$ cat config.mk
export PLATFORM = sky130hd
export DESIGN_NAME = tape_prefetch
export DESIGN_NICKNAME = d
export VERILOG_FILES = /design/src/rtl/tape_prefetch.sv
export SDC_FILE = /design/constraint.sdc
export NUM_CORES = 1
export LEC_CHECK = 0
export CORE_ASPECT_RATIO = 1.25
export CORE_MARGIN = 2
export CORE_UTILIZATION = 45
export DETAILED_ROUTE_END_ITERATION = 16
export PLACE_DENSITY = 0.78
export SYNTH_ARGS = -nofsm -noshare
export SYNTH_HDL_FRONTEND = slang
export SYNTH_SLANG_ARGS = --single-unit
$ cat constraint.sdc
create_clock -name clk -period 7.5 [get_ports clk]
set_clock_uncertainty 0.05 [all_clocks]
set_input_delay 2.25 -clock clk [delete_from_list [all_inputs] [get_ports clk]]
set_output_delay 2.25 -clock clk [all_outputs]
set_load 0.005 [all_outputs]
$ cat src/rtl/tape_prefetch.sv
// Tape image prefetcher: streams SDRAM tape-port reads into a byte FIFO
// and forwards download writes through the same toggle-ack port.
module tape_prefetch #(
  parameter int DEPTH = 8,
  parameter int AW    = 23
) (
  input  logic                   clk,
  input  logic                   rst_n,
  input  logic                   start,
  input  logic                   stop,
  input  logic [AW-1:0]          tape_len,
  input  logic                   dl_wr,
  input  logic [AW-1:0]          dl_addr,
  input  logic [7:0]             dl_data,
  output logic                   dl_busy,
  output logic                   dl_overrun,
  output logic [AW-1:0]          tape_addr,
  output logic [7:0]             tape_din,
  output logic                   tape_rd,
  output logic                   tape_wr,
  input  logic                   tape_ack,
  input  logic [7:0]             tape_dout,
  output logic [7:0]             data,
  output logic                   data_valid,
  input  logic                   rd_strobe,
  output logic                   eof,
  output logic [$clog2(DEPTH):0] level
);

  localparam int PW = $clog2(DEPTH);
  localparam int LW = PW + 1;

  typedef enum logic [1:0] {
    S_IDLE,
    S_RD,
    S_WR
  } state_t;

  state_t        state_q;
  logic          ack_ref_q;
  logic          running_q;
  logic          discard_q;
  logic          eof_q;
  logic [AW-1:0] len_q;
  logic [AW-1:0] rd_ptr_q;
  logic          dl_busy_q;
  logic          dl_overrun_q;
  logic [AW-1:0] dl_addr_q;
  logic [7:0]    dl_data_q;
  logic          tape_rd_q;
  logic          tape_wr_q;
  logic [AW-1:0] tape_addr_q;
  logic [7:0]    tape_din_q;

  logic [7:0]    mem_q [DEPTH];
  logic [PW-1:0] wp_q;
  logic [PW-1:0] rp_q;
  logic [LW-1:0] level_q;

  logic ack_seen;
  logic can_rd;
  logic push;
  logic pop;

  assign ack_seen = tape_ack != ack_ref_q;
  assign can_rd   = running_q && !stop && !start
                 && (rd_ptr_q < len_q)
                 && (level_q < LW'(DEPTH));
  // a restart swallows a byte landing in the same cycle
  assign push = (state_q == S_RD) && ack_seen
             && !discard_q && !start;
  assign pop  = rd_strobe && (level_q != '0) && !start;

  always_ff @(posedge clk or negedge rst_n) begin
    if (!rst_n) begin
      state_q      <= S_IDLE;
      ack_ref_q    <= 1'b0;
      running_q    <= 1'b0;
      discard_q    <= 1'b0;
      eof_q        <= 1'b0;
      len_q        <= '0;
      rd_ptr_q     <= '0;
      dl_busy_q    <= 1'b0;
      dl_overrun_q <= 1'b0;
      dl_addr_q    <= '0;
      dl_data_q    <= '0;
      tape_rd_q    <= 1'b0;
      tape_wr_q    <= 1'b0;
      tape_addr_q  <= '0;
      tape_din_q   <= '0;
    end else begin
      if (dl_wr) begin
        if (dl_busy_q) begin
          dl_overrun_q <= 1'b1;
        end else begin
          dl_busy_q <= 1'b1;
          dl_addr_q <= dl_addr;
          dl_data_q <= dl_data;
        end
      end
      if (start) begin
        running_q    <= 1'b1;
        len_q        <= tape_len;
        rd_ptr_q     <= '0;
        dl_overrun_q <= 1'b0;
      end else if (stop) begin
        running_q <= 1'b0;
      end
      eof_q <= running_q && (rd_ptr_q >= len_q)
            && (level_q == '0) && (state_q == S_IDLE);
      unique case (state_q)
        S_IDLE: begin
          ack_ref_q <= tape_ack;
          if (dl_busy_q) begin
            state_q     <= S_WR;
            tape_wr_q   <= 1'b1;
            tape_addr_q <= dl_addr_q;
            tape_din_q  <= dl_data_q;
          end else if (can_rd) begin
            state_q     <= S_RD;
            tape_rd_q   <= 1'b1;
            tape_addr_q <= rd_ptr_q;
          end
        end
        S_RD: begin
          if (ack_seen) begin
            state_q   <= S_IDLE;
            tape_rd_q <= 1'b0;
            discard_q <= 1'b0;
            if (!discard_q && !start && (rd_ptr_q < len_q))
              rd_ptr_q <= rd_ptr_q + AW'(1);
          end else if (start) begin
            discard_q <= 1'b1;
          end
        end
        S_WR: begin
          if (ack_seen) begin
            state_q   <= S_IDLE;
            tape_wr_q <= 1'b0;
            dl_busy_q <= 1'b0;
          end
        end
        default: state_q <= S_IDLE;
      endcase
    end
  end

  always_ff @(posedge clk or negedge rst_n) begin
    if (!rst_n) begin
      wp_q    <= '0;
      rp_q    <= '0;
      level_q <= '0;
      for (int i = 0; i < DEPTH; i++)
        mem_q[i] <= '0;
    end else if (start) begin
      wp_q    <= '0;
      rp_q    <= '0;
      level_q <= '0;
    end else begin
      if (push) begin
        mem_q[wp_q] <= tape_dout;
        wp_q        <= wp_q + PW'(1);
      end
      if (pop)
        rp_q <= rp_q + PW'(1);
      if (push && !pop)
        level_q <= level_q + LW'(1);
      else if (pop && !push)
        level_q <= level_q - LW'(1);
    end
  end

  assign dl_busy    = dl_busy_q;
  assign dl_overrun = dl_overrun_q;
  assign tape_addr  = tape_addr_q;
  assign tape_din   = tape_din_q;
  assign tape_rd    = tape_rd_q;
  assign tape_wr    = tape_wr_q;
  assign data       = mem_q[rp_q];
  assign data_valid = level_q != '0;
  assign eof        = eof_q;
  assign level      = level_q;

endmodule

==> reports/qor.csv <==
metric;value;unit
setup_total_negative_slack;0;ns
clkSinkCount;192;
timing.max_slew.rel_slack;31.6;%
timing.critical_path.from_type;register;
finalHoldWorstSlack;0.414;ns
crit_type;register to primary output;
avgViaCountPerCell;5.44;
cts-root-to-sink-buffers;2;
synth_simple_gate_area_share;12.1;%
yosysMostFrequentCell;sky130_fd_sc_hd__dfrtp_1;
grt_use_met3;4.14;%
cts-root-buf;sky130_fd_sc_hd__clkbuf_16;
busiest_layer;met2;
area_of_the_core_region;0.0195;mm2
report.final.setup_viol;0;
yosysWarningCount;0;
global_route.usage.met1;26.0;%
first_global_vias;6268;
cell_internal_pwr;2340;uW
initial_utilization;46.2;%
ff2ff_setup_slack;4.21;ns
finalWorstPathRequiredPeriod;5.03;ns
flow.area_growth_from_synthesis;22.7;%
largest_family_of_logic_cells_by_synthesized_area;multiplexers;
worst_ep_arrival_time;2.73;ns
drc_errors;0;
synth_top_cell_by_area;sky130_fd_sc_hd__dfrtp_1;
num_vias;6192;
synth-adder-area-share;4.52;%
syn-cell-area;0.00903;mm2
post_cts_resized;0;
initial_antenna_violation_count;0;
hold_viol;0;
1st_pass_router_iterations;6;
parity_gate_share_of_the_synthesized_area_counting_xor_and_xnor_cells;0.970;%
most_frequently_used_flop_master_after_synthesis;sky130_fd_sc_hd__dfrtp_1;
switching_power;977;uW
max_slew.worst_pin.slew;1.02;ns
end_kind;primary output;
largest_net_degree_at_the_start_of_global_routing;86;
p_sw_share;29.4;%
groute.layer.met2.usage;32.8;%
cts.clk_slew.worst_paths;0.07;ns
routability_driven_placement_congestion_ratio;0.809;
antenna_left;0;
seq_area_frac_synth;53.2;%
worst_r2r_path_depth;7;
synth_seq_cells;192;
htree_levels;4;
die_width;131;um
place.port_buffers;117;
synthesis.nets;855;
insertion_delay;0.43;ns
hp-class;register to register;
grt_setup_unrepaired;no;
post_synth_mux_area_share;18.7;%
max_freq;0.199;GHz
max_cap_violations;0;
fraction_of_layout_instances_using_a_drive_strength_above_1;19.5;%
timing.final.max_slew_violations;0;
top_post_synthesis_cells_by_count;sky130_fd_sc_hd__dfrtp_1 (192), sky130_fd_sc_hd__mux2_2 (104), sky130_fd_sc_hd__nand2_1 (81), sky130_fd_sc_hd__o21ai_0 (39), sky130_fd_sc_hd__inv_1 (34);
hold_path_depth;2;
floorplan.die_area;0.0212;mm2
vdd_ir_drop_max;0.000172;V
synth_area_per_cell;12.0;um2
cts_tree;built;
p_leak;0.00507;uW
place.detailed.hpwl;13.4;mm
num_rows;57;
synth_async_sr_flop_share;100;%
floorplan.io_pins;118;
outcome;finished clean;
die_height;162;um
antenna_cells_inserted;0;
grt.total_usage;19.7;%
numCtsBuffers;17;
final_net_count;961;
wl_per_cell;17.3;um
final_min_period_over_clock_period;67.0;%
ys_types;49;
hold_buffers;0;
post_cts_setup_driven_buffer_insertion_count;0;
grt_pass1_wl;32.3;mm
postRouteWirelength;19.7;mm
synth.top_cells.by_area;sky130_fd_sc_hd__dfrtp_1 (53%), sky130_fd_sc_hd__mux2_2 (13%), sky130_fd_sc_hd__ha_1 (4.3%), sky130_fd_sc_hd__mux4_2 (4.0%), sky130_fd_sc_hd__nand2_1 (3.4%);
sequential_share_of_power;42.5;%
power.density_cell_area;300;mW/mm2
critPathMaxFanout;10;
top_cell_type_s_share_of_synthesized_area;53.2;%
comb_power_share;28.3;%
postSynthCellCount;754;
dr.first_iter.drc_count;316;
synth_compound_gate_area_share;7.51;%
clock_power_share;29.2;%
critical_path_required;5.20;ns
synth-edff-count;0;
overflow;0;
[metal layers]
| metal | vias up | wire [um] |
|---|---|---|
| met5 | - | 0 |
| met4 | 0 | 280 |
| met3 | 25 | 942 |
| met2 | 157 | 9730 |
| met1 | 3091 | 8740 |
| li1 | 2919 | - |
[kinds of logic (layout without fill, tap and decap cells)]
logic type | Yosys count | after routing
AND/OR/NAND/NOR | 207 | 207
AO/OA/AOI/OAI | 107 | 107
multiplexers | 135 | 135
XOR/XNOR | 10 | 10
flip-flops | 192 | 192
adder cells (fa/ha/maj) | 32 | 32
buffers and inverters | 71 | 190
[final timing paths]
kind | from | endpoint
hold reg to reg | dl_data_q[3] | tape_din[3]
setup reg to reg | rd_ptr_q[10] | rd_ptr_q[11]
max in group asynchronous | rst_n | len_q[20]
hold / removal | dl_data_q[3] | tape_din[3]
min in group asynchronous | rst_n | len_q[11]
setup / recovery | rp_q[0] | data[3]
[worst max-delay path: stages (launching register included)]
cell and delay [ns]:
sky130_fd_sc_hd__dfrtp_1 0.68, sky130_fd_sc_hd__buf_4 0.34, sky130_fd_sc_hd__mux4_2 0.54, sky130_fd_sc_hd__mux2_2 0.29
sky130_fd_sc_hd__clkdlybuf4s50_1 0.44
[sequential cells by signal, summed over array words and instances (netlist names), 2 cells and up]
signal / count
tape_addr: 23
len_q: 23
mem_q: 64
level: 4
dl_data_q: 8
rp_q: 3
tape_din: 8
state_q: 2
dl_addr_q: 23
rd_ptr_q: 23
wp_q: 3
[area by class of cell]
cell class	instances	area (um2)
timing repair buffer	124	1220
fill	1612	8460
clock inverter	14	211
sequential	192	4800
inverter	34	128
clock buffer	18	429
multi-input combinational	491	3950
tap	265	332
[power groups by stage]
stage	sequential, uW	clock [uW]	combinational [uW]
after floorplan	1380	0	560
after global placement	1420	0	916
after detailed placement	1430	0	943
after CTS	1410	989	953
after global routing	1440	1030	1040
final	1410	971	939
[cells in the final DEF, fill, tap and decap left out, types with 4 or more instances in the layout]
cell,count
sky130_fd_sc_hd__a221o_1,21
sky130_fd_sc_hd__nor4_1,4
sky130_fd_sc_hd__xnor2_1,7
sky130_fd_sc_hd__buf_4,7
sky130_fd_sc_hd__mux2_2,104
sky130_fd_sc_hd__a21oi_1,32
sky130_fd_sc_hd__ha_1,31
sky130_fd_sc_hd__nor2_1,20
sky130_fd_sc_hd__nand2_1,81
sky130_fd_sc_hd__nand2b_1,10
sky130_fd_sc_hd__inv_6,5
sky130_fd_sc_hd__mux2i_1,12
sky130_fd_sc_hd__clkdlybuf4s50_1,115
sky130_fd_sc_hd__inv_8,4
sky130_fd_sc_hd__dfrtp_1,192
sky130_fd_sc_hd__nor3_1,8
sky130_fd_sc_hd__inv_1,34
sky130_fd_sc_hd__mux4_2,16
sky130_fd_sc_hd__clkbuf_16,17
sky130_fd_sc_hd__and3_1,30
sky130_fd_sc_hd__o21ai_0,39
sky130_fd_sc_hd__nand4_1,8
sky130_fd_sc_hd__or3_1,7
sky130_fd_sc_hd__nand3_1,13
[per-stage QoR]
step                utilization, %  std cells  power, uW  area (um2)  worst slack, ns
global route                  56.7       1138       3510       11100             2.29
detailed placement            53.4       1106       2370       10400             2.66
global placement              53.4       1106       2330       10400             2.69
floorplan                        -        754       1940        9030             3.30
finish                        56.7       1138       3320       11100             2.47
CTS                           56.7       1138       3360       11100             2.42
(Power assumes the default switching activity.)
